[src/rtl/ioctl_ram_arbiter.sv]
// ioctl_ram_arbiter
// Shares one single-port 64 KB RAM between the Z80 bus and the HPS cartridge
// download stream. CPU accesses own every cpu_ce cycle; downloaded bytes are
// queued in a small FIFO and written into the RAM on the idle cycles between
// CPU accesses. Also produces the end-of-load pulse (load_done).
//
// Optional feature macro: ARB_ROM_PROTECT_EN
//   When defined, CPU writes into the cartridge window (cpu_addr[15:14] ==
//   BASE_HI) are suppressed after a completed load, until reset or until a
//   new matching download starts.
module ioctl_ram_arbiter #(
    parameter int unsigned FIFO_AW    = 2,
    parameter logic [7:0]  LOAD_INDEX = 8'd1,
    parameter logic [1:0]  BASE_HI    = 2'b11
) (
    input  logic        clk_sys,
    input  logic        reset,
    input  logic        cpu_ce,
    input  logic [15:0] cpu_addr,
    input  logic [7:0]  cpu_wdata,
    input  logic        cpu_we,
    output logic [7:0]  cpu_rdata,
    input  logic        ioctl_download,
    input  logic [7:0]  ioctl_index,
    input  logic        ioctl_wr,
    input  logic [13:0] ioctl_addr,
    input  logic [7:0]  ioctl_dout,
    output logic        ioctl_wait,
    output logic [15:0] ram_addr,
    output logic [7:0]  ram_wdata,
    output logic        ram_we,
    input  logic [7:0]  ram_q,
    output logic        load_done,
    output logic        busy,
    output logic        overflow
);

    localparam int unsigned DEPTH = 1 << FIFO_AW;
    localparam int unsigned CW    = FIFO_AW + 1;
    localparam logic [CW-1:0] FULL_CNT = CW'(DEPTH);
    localparam logic [CW-1:0] WAIT_CNT = CW'(DEPTH - 1);

    typedef enum logic [1:0] {
        ST_IDLE  = 2'd0,
        ST_DRAIN = 2'd1,
        ST_FLUSH = 2'd2,
        ST_DONE  = 2'd3
    } state_t;

    state_t              state_q, state_d;
    logic [FIFO_AW-1:0]  wr_ptr_q, wr_ptr_d;
    logic [FIFO_AW-1:0]  rd_ptr_q, rd_ptr_d;
    logic [CW-1:0]       count_q, count_d;
    logic                dl_q, dl_d;
    logic                ce_q, ce_d;
    logic [7:0]          rdata_q, rdata_d;
    logic                wait_q, wait_d;
    logic                overflow_q, overflow_d;

    // FIFO storage: entry = {byte offset[13:0], data[7:0]}
    logic [21:0]         fifo_mem [DEPTH];
    logic [21:0]         head;

    logic                match_dl;
    logic                push_req;
    logic                fifo_empty;
    logic                fifo_full;
    logic                pop;
    logic                push_acc;
    logic                push_drop;
    logic                dl_fall;
    logic                cpu_we_eff;

    assign head = fifo_mem[rd_ptr_q];

    // Decode push/pop: the CPU always wins, pops only fill idle cycles of an
    // active load, and a full FIFO still accepts a byte if a pop frees a slot.
    always_comb begin
        match_dl   = ioctl_download && (ioctl_index == LOAD_INDEX);
        push_req   = ioctl_wr && match_dl;
        fifo_empty = (count_q == '0);
        fifo_full  = (count_q == FULL_CNT);
        dl_fall    = dl_q && !ioctl_download;
        pop        = !reset && !cpu_ce && !fifo_empty &&
                     ((state_q == ST_DRAIN) || (state_q == ST_FLUSH));
        push_acc   = push_req && (!fifo_full || pop);
        push_drop  = push_req && fifo_full && !pop;
    end

    // Load sequencing: DRAIN while downloading, FLUSH after the download
    // falls until the FIFO is empty, then one DONE cycle.
    always_comb begin
        state_d = state_q;
        case (state_q)
            ST_IDLE:  if (match_dl)   state_d = ST_DRAIN;
            ST_DRAIN: if (dl_fall)    state_d = ST_FLUSH;
            ST_FLUSH: if (fifo_empty) state_d = ST_DONE;
            ST_DONE:                  state_d = ST_IDLE;
            default:                  state_d = ST_IDLE;
        endcase
    end

    // FIFO pointers, occupancy and the registered backpressure/overflow flags.
    always_comb begin
        wr_ptr_d   = wr_ptr_q + FIFO_AW'(push_acc);
        rd_ptr_d   = rd_ptr_q + FIFO_AW'(pop);
        count_d    = count_q + CW'(push_acc) - CW'(pop);
        wait_d     = (count_d >= WAIT_CNT);
        overflow_d = overflow_q || push_drop;
    end

    // CPU read data: capture ram_q one cycle after a CPU-owned cycle, else hold.
    always_comb begin
        ce_d    = cpu_ce;
        dl_d    = ioctl_download;
        rdata_d = ce_q ? ram_q : rdata_q;
    end

`ifdef ARB_ROM_PROTECT_EN
    logic protect_q, protect_d;

    // Arm protection on a completed load; a new matching download disarms it.
    always_comb begin
        protect_d = protect_q;
        if (state_q == ST_DONE) begin
            protect_d = 1'b1;
        end else if ((state_q == ST_IDLE) && match_dl) begin
            protect_d = 1'b0;
        end
    end

    // Protection flag register.
    always_ff @(posedge clk_sys) begin
        if (reset) begin
            protect_q <= 1'b0;
        end else begin
            protect_q <= protect_d;
        end
    end

    assign cpu_we_eff = cpu_we && !(protect_q && (cpu_addr[15:14] == BASE_HI));
`else
    assign cpu_we_eff = cpu_we;
`endif

    // RAM port mux: CPU on ce cycles, FIFO head on pop cycles, else CPU
    // address with writes disabled.
    always_comb begin
        ram_addr  = cpu_addr;
        ram_wdata = cpu_wdata;
        ram_we    = 1'b0;
        if (cpu_ce) begin
            ram_we = cpu_we_eff && !reset;
        end else if (pop) begin
            ram_addr  = {BASE_HI, head[21:8]};
            ram_wdata = head[7:0];
            ram_we    = 1'b1;
        end
    end

    // FIFO data write; contents need no reset since the pointers define validity.
    always_ff @(posedge clk_sys) begin
        if (push_acc) begin
            fifo_mem[wr_ptr_q] <= {ioctl_addr, ioctl_dout};
        end
    end

    // State, pointer and flag registers.
    always_ff @(posedge clk_sys) begin
        if (reset) begin
            state_q    <= ST_IDLE;
            wr_ptr_q   <= '0;
            rd_ptr_q   <= '0;
            count_q    <= '0;
            dl_q       <= 1'b0;
            ce_q       <= 1'b0;
            rdata_q    <= 8'h00;
            wait_q     <= 1'b0;
            overflow_q <= 1'b0;
        end else begin
            state_q    <= state_d;
            wr_ptr_q   <= wr_ptr_d;
            rd_ptr_q   <= rd_ptr_d;
            count_q    <= count_d;
            dl_q       <= dl_d;
            ce_q       <= ce_d;
            rdata_q    <= rdata_d;
            wait_q     <= wait_d;
            overflow_q <= overflow_d;
        end
    end

    assign cpu_rdata  = rdata_q;
    assign ioctl_wait = wait_q;
    assign load_done  = (state_q == ST_DONE);
    assign busy       = (state_q != ST_IDLE) || !fifo_empty;
    assign overflow   = overflow_q;

endmodule

[config.mk]
export PLATFORM = sky130hd
export DESIGN_NAME = ioctl_ram_arbiter
export DESIGN_NICKNAME = d
export VERILOG_FILES = /design/src/rtl/ioctl_ram_arbiter.sv
export SDC_FILE = /design/constraint.sdc
export NUM_CORES = 1
export LEC_CHECK = 0
export ABC_AREA = 1
export BUFFER_PORTS_ARGS = -buffer_cell sky130_fd_sc_hd__buf_4
export CORE_AREA = 2 2 110 112
export CTS_CLUSTER_DIAMETER = 50
export CTS_CLUSTER_SIZE = 12
export DETAILED_ROUTE_END_ITERATION = 10
export DIE_AREA = 0 0 112 114
export HOLD_SLACK_MARGIN = 0.1
export PLACE_DENSITY_LB_ADDON = 0.08
export SYNTH_ARGS = -nofsm -noshare
export SYNTH_HDL_FRONTEND = slang
export SYNTH_SLANG_ARGS = --single-unit
export TNS_END_PERCENT = 10
[constraint.sdc]
create_clock -name clk_sys -period 3.56 [get_ports clk_sys]
set_input_delay 0.356 -clock clk_sys [delete_from_list [all_inputs] [get_ports clk_sys]]
set_output_delay 0.356 -clock clk_sys [all_outputs]
set_load 0.005 [all_outputs]
==> results.cfg, run 1 <==
[setup_path]
regToRegEndpoint = ioctl_wait$_SDFF_PP0_
critical_path_buf_inv_count = 5
path_max_fanout = 47
r2r_cells = 15
r2r_slack_ps = 820
critPathMaxStageDelay_ps = 430
cp.arrival_ps = 2420
startpoint_type = flop
r2r-start = state_q[0]$_SDFFE_PP0P_
end_kind = output port
cpLargestDelayFamily = buffers and inverters
worstSetupPathType = reg -> out
crit_chain = inv_1 > ha_1 > inv_1 > nor3_2 > nand2_1 > inv_2 > buf_4 > nor2_1 > a31oi_1 > buf_4
required_ps = 3200
critical-path-slowest-cell = buf_4

[sta]
setup_viol = 0
maxSlewViolCount = 0
post-route-period-util_pct = 78.02
finalHoldViolations = 0
rsz0062_at_grt = no
fmax_ghz = 0.3600
maxSlewHeadroom_pct = 17.77
holdWs_ps = 211.4
min_period_ps = 2778
worst_pin_slew_ps = 1232
skew_ps = 5.190
setup-tns-final_ps = 0

[cts]
cts_tree = done
cts_buffer_depth = 2
htree_num_levels = 3
root_buffer = clkbuf_16
post_cts_buffers = 0
path_clk_slew_ps = 70
clock_latency_ps = 340
cts_buffers = 9
ctsResizeCount = 0
cts_sinks = 109
cts_hold_buf = 0

[synthesis]
postSynthCellCount = 429
ys_seq_area_share_pct = 67.16
yosysTopAreaCell = edfxtp_1
async_flop_share_pct = 0
synth_nets = 507
synth_ff_type = edfxtp_1
synth_area_leaders = edfxtp_1 (58%), nor2_1 (12%), dfxtp_1 (9.2%), o21ai_0 (5.7%), a31oi_1 (3.0%)
yosys_warnings = 0
yosysMostFrequentCell = nor2_1
ys_ff_latch = 109
ys_top_cells_by_count = nor2_1 (149), edfxtp_1 (88), o21ai_0 (52), inv_1 (29), a31oi_1 (22)
synth_cell_type_count = 23
netlist_area_um2 = 4561
synth_edf_count = 88
synth_top_area_share_pct = 57.94
synth_area_per_cell_um2 = 10.63

[placement]
place_congestion = 0.7332
io_buffers = 104
post-dp-hpwl_um = 5989

[floorplan]
core-area_um2 = 11710
io_pins = 105
start_util_pct = 38.94
dieArea_um2 = 12770
die_height_um = 114
rows = 40
die_x_um = 112

[hold_path]
hold_path_class = in -> reg
whs_endpoint = fifo_mem[3][18]$_DFFE_PP_
hold_depth = 1
min_from = ioctl_addr[10]

[grt]
gr-usage-all-layers_pct = 15.96
grt_pass1_wl_um = 15650
gr-usage-met3_pct = 2.976
globalRouteMet1Util_pct = 20.17
antenna_found_initial = 0
first_global_vias = 3077
grt-busiest-layer = met2
grt_max_degree = 48
use_met2_pct = 27.19
gr-total-overflow = 0

[detailed_routing]
drc = 0
viasPerCell = 4.794
drt_iter0_drc = 153
route.vias.total = 3279
ant_nets = 0
dr.pass1.iters = 4
post_drt_wl_per_cell_um = 14.54
drt-total-wl_um = 9947

[outcome]
status = finished, final reports clean

[pwr]
p_leak_nw = 2.303
powerDensity_nw_per_um2 = 463.8
irDropWorstVdd_mv = 0.2269

[final_layout]
utilization_pct = 49.54
drive_gt1_share_pct = 25.33
layout.nets = 610
areaGrowthSynthToFinish_pct = 27.22
diodes = 0
fillers = 1095

[run]
drv_cap = 0
==> where the power goes <==
| group | total, W | switching, W | internal (W) |
|---|---|---|---|
| Clock | 0.00105 | 0.000431 | 0.000617 |
| Sequential | 0.00140 | 0.0000133 | 0.00139 |
| Combinational | 0.000240 | 0.000112 | 0.000128 |
==> worst max-delay path by stage <==
stage	startpoint	end	slack [ps]	cells past startpoint
6_report	state_q[0]$_SDFFE_PP0P_	ram_addr[3]	780	10
2_1_floorplan	state_q[0]$_SDFFE_PP0P_	ioctl_wait$_SDFF_PP0_	930	16
3_5_place_dp	state_q[0]$_SDFFE_PP0P_	ioctl_wait$_SDFF_PP0_	810	15
3_3_place_gp	state_q[0]$_SDFFE_PP0P_	ioctl_wait$_SDFF_PP0_	930	15
4_1_cts	state_q[0]$_SDFFE_PP0P_	ram_addr[3]	710	10
5_1_grt	state_q[0]$_SDFFE_PP0P_	ram_addr[4]	520	10
==> cell usage in the layout (no fill, tap or decap), drive strengths merged, types with 7 or more instances in the layout <==
master / synthesis / final
dfxtp: 21 / 21
inv: 31 / 32
clkbuf: 8 / 10
nand3: 7 / 7
nor2: 150 / 150
o21ai: 53 / 53
buf: 11 / 111
ha: 9 / 9
a31oi: 22 / 22
nand2: 17 / 17
edfxtp: 88 / 88
==> metrics by stage <==
step                      instances  setup slack [ps]  power [W]  area [um2]
after CTS                       684             714.0   0.002722        5802
after detailed placement        668             812.7   0.001673        5487
after global routing            684             515.4   0.002806        5802
final                           684             782.3   0.002691        5802
after global placement          668             928.6   0.001666        5487
after floorplan                 429             934.8   0.001536        4561
==> layout make-up <==
cell class / count / area, um2 / share of cell area (%)
Clock inverter: 6 / 86.33 / 1.488
Tap cell: 147 / 183.9 / 3.170
Sequential cell: 109 / 3064 / 52.81
Clock buffer: 10 / 229.0 / 3.947
Timing Repair Buffer: 111 / 833.3 / 14.36
Inverter: 31 / 116.4 / 2.006
Multi-Input combinational cell: 270 / 1289 / 22.21
==> state kept, by name, indices dropped and copies added (netlist names), 2 cells and up <==
register and flops:
cpu_rdata 8, rd_ptr_q 2, fifo_mem 88, wr_ptr_q 2
state_q 2, count_q 3
==> cells by family after synthesis <==
family,after synthesis,synth area share [%]
flops,109,67.16
buf+inv,50,4.801
xor+xnor,4,0.7683
simple gates,178,15.20
fa+ha+maj,10,2.908
compound gates,78,9.163
==> per-layer routing <==
| metal | up-vias | share of wire [%] | wire length (um) |
|---|---|---|---|
| met3 | 9 | 3.8 | 378 |
| li1 | 1658 | - | - |
| met5 | - | 0 | 0 |
| met1 | 1546 | 45 | 4474 |
| met4 | 0 | 1.1 | 109 |
| met2 | 66 | 50 | 4984 |
Note: power is estimated with default switching activity, not from simulation.
==> inputs of run 2 (changes only) <==
clock period = 2.3 ns   (was 3.56 ns; I/O delays follow)
==> results.cfg, run 2 (synthesis gave the netlist of run 1 again) <==
[cts]
path_clk_slew_ps = 60
clock_latency_ps = 350
cts_sinks = 109
htree_num_levels = 3
root_buffer = clkbuf_16
cts_buffer_depth = 2
cts_buffers = 9
cts_tree = done

[hold_path]
hold_depth = 3
whs_endpoint = cpu_rdata[4]$_SDFFE_PP0P_
min_from = ram_q[4]
hold_path_class = in -> reg

[sta]
fmax_ghz = 0.4178
holdWs_ps = 110.0
setup_viol = 4
finalHoldViolations = 0
post-route-period-util_pct = 104.1
maxSlewViolCount = 0
rsz0062_at_grt = yes
min_period_ps = 2394
maxSlewHeadroom_pct = 40.53
skew_ps = 6.809
worst_pin_slew_ps = 891.0
layout_setup_ws_ps = -93.55

[setup_path]
startpoint_type = flop
r2r_slack_ps = -90
r2r_cells = 15
required_ps = 2580
regToRegEndpoint = ioctl_wait$_SDFF_PP0_
crit_chain = inv_2 > ha_4 > inv_4 > nor3_4 > nor2_2 > nor2_2 > inv_2 > ha_4 > inv_2 > ha_4 > fa_2 > xnor2_2 > xor2_1 > inv_1 > o21ai_1
cp.arrival_ps = 2670
critPathLaunch = state_q[0]$_SDFFE_PP0P_
critPathMaxStageDelay_ps = 350
path_max_fanout = 2
critical-path-slowest-cell = fa_2
worstSetupPathType = reg -> reg
end_kind = flop
r2r-start = state_q[0]$_SDFFE_PP0P_

[outcome]
violations = setup timing
status = finished, violations left

[placement]
place_congestion = 0.8048
place_area_um2 = 5679
io_buffers = 104
post-dp-hpwl_um = 6207
place_ws_ps = -230.6

[pwr]
powerDensity_nw_per_um2 = 645.4
p_leak_nw = 2.488
irDropWorstVdd_mv = 0.3064

[final_layout]
stdcell_area_um2 = 6277
utilization_pct = 53.60
largest-register = fifo_mem
areaGrowthSynthToFinish_pct = 37.64
largest_reg_flops = 88
layout.nets = 649
diodes = 0
final_common_cell = nor2_1
drive_gt1_share_pct = 28.82
layout_common_cells = nor2_1 (144), buf_4 (121), edfxtp_1 (88), o21ai_0 (51), inv_1 (24)

[run]
drv_cap = 0

[floorplan]
core-area_um2 = 11710
die_x_um = 112
dieArea_um2 = 12770
start_util_pct = 38.94
io_pins = 105
rows = 40
die_height_um = 114

[detailed_routing]
drt_iter0_drc = 148
ant_nets = 0
post_drt_wl_per_cell_um = 14.20
dr.pass1.iters = 4
drc = 0
drt-total-wl_um = 10270
route.vias.total = 3389
viasPerCell = 4.687

[grt]
first_global_vias = 3383
gr-total-overflow = 0
grt_max_degree = 48
antenna_found_initial = 0
gr-usage-all-layers_pct = 16.54
grt_pass1_wl_um = 16400
[run 2: cell count changes in the layout (fill, tap and decap cells not counted), moves of 4 or more]
cell | previous run | this run
buf_4 | 111 | 121
dlygate4sd3_1 | 0 | 22
buf_12 | 0 | 5
inv_2 | 2 | 6
inv_1 | 29 | 24
[run 2: per-layer routing]
| metal | vias to the layer above | wire, um | GRT usage, % |
|---|---|---|---|
| met5 | - | 0 | 0 |
| met4 | 0 | 156 | 7.561 |
| met3 | 11 | 387 | 2.285 |
| met2 | 62 | 5056 | 27.72 |
| met1 | 1575 | 4667 | 21.55 |
| li1 | 1741 | - | - |
[run 2: area by class of cell]
type | count | area, um2
multi-input combinational | 270 | 1370
inverter | 31 | 118.9
fill | 1071 | 5434
clock buffer | 10 | 229.0
timing repair buffer | 150 | 1279
tap | 147 | 183.9
sequential | 109 | 3067
clock inverter | 6 | 30.03
[run 2: critical path: cells and delay by family, from the launching register on]
family          cells  cell delay (ps)
compound gates      1              100
xor+xnor            2              290
fa+ha+maj           4             1010
buf+inv             5              260
flops               1              330
simple gates        3              330
[run 2: worst max-delay path by stage]
| stage | depth (start not counted) | slack (ps) | to |
|---|---|---|---|
| 2_1_floorplan | 8 | -130 | fifo_mem[2][0]$_DFFE_PP_ |
| 3_3_place_gp | 15 | -110 | ioctl_wait$_SDFF_PP0_ |
| 3_5_place_dp | 15 | -230 | ioctl_wait$_SDFF_PP0_ |
| 4_1_cts | 15 | -170 | ioctl_wait$_SDFF_PP0_ |
| 5_1_grt | 15 | -220 | ioctl_wait$_SDFF_PP0_ |
| 6_report | 15 | -90 | ioctl_wait$_SDFF_PP0_ |
[run 2: per-stage QoR]
step / TNS (ps) / cells / total power, W
6_report: -212.3 / 723 / 0.004051
5_1_grt: -1907 / 723 / 0.004223
4_1_cts: -1648 / 723 / 0.004073
3_5_place_dp: -396.2 / 680 / 0.002658
3_3_place_gp: -164.9 / 680 / 0.002649
2_1_floorplan: -11630 / 429 / 0.002404
[run 2: what timing repair did]
item | CTS | global route
gates resized for setup | 5 | 8
setup buffers | 5 | 1
hold buffers | 22 | 0
gates cloned | 0 | 2
pin swaps | 4 | 2
hold endpoints to repair | 88 | 0
endpoints found under the setup margin | 5 | 111
[run 2: report_power, final]
group / switching (W) / internal [W] / leakage (nW)
Sequential: 0.0000154 / 0.00215 / 0.963
Combinational: 0.000214 / 0.000287 / 1.40
Clock: 0.000659 / 0.000722 / 0.129
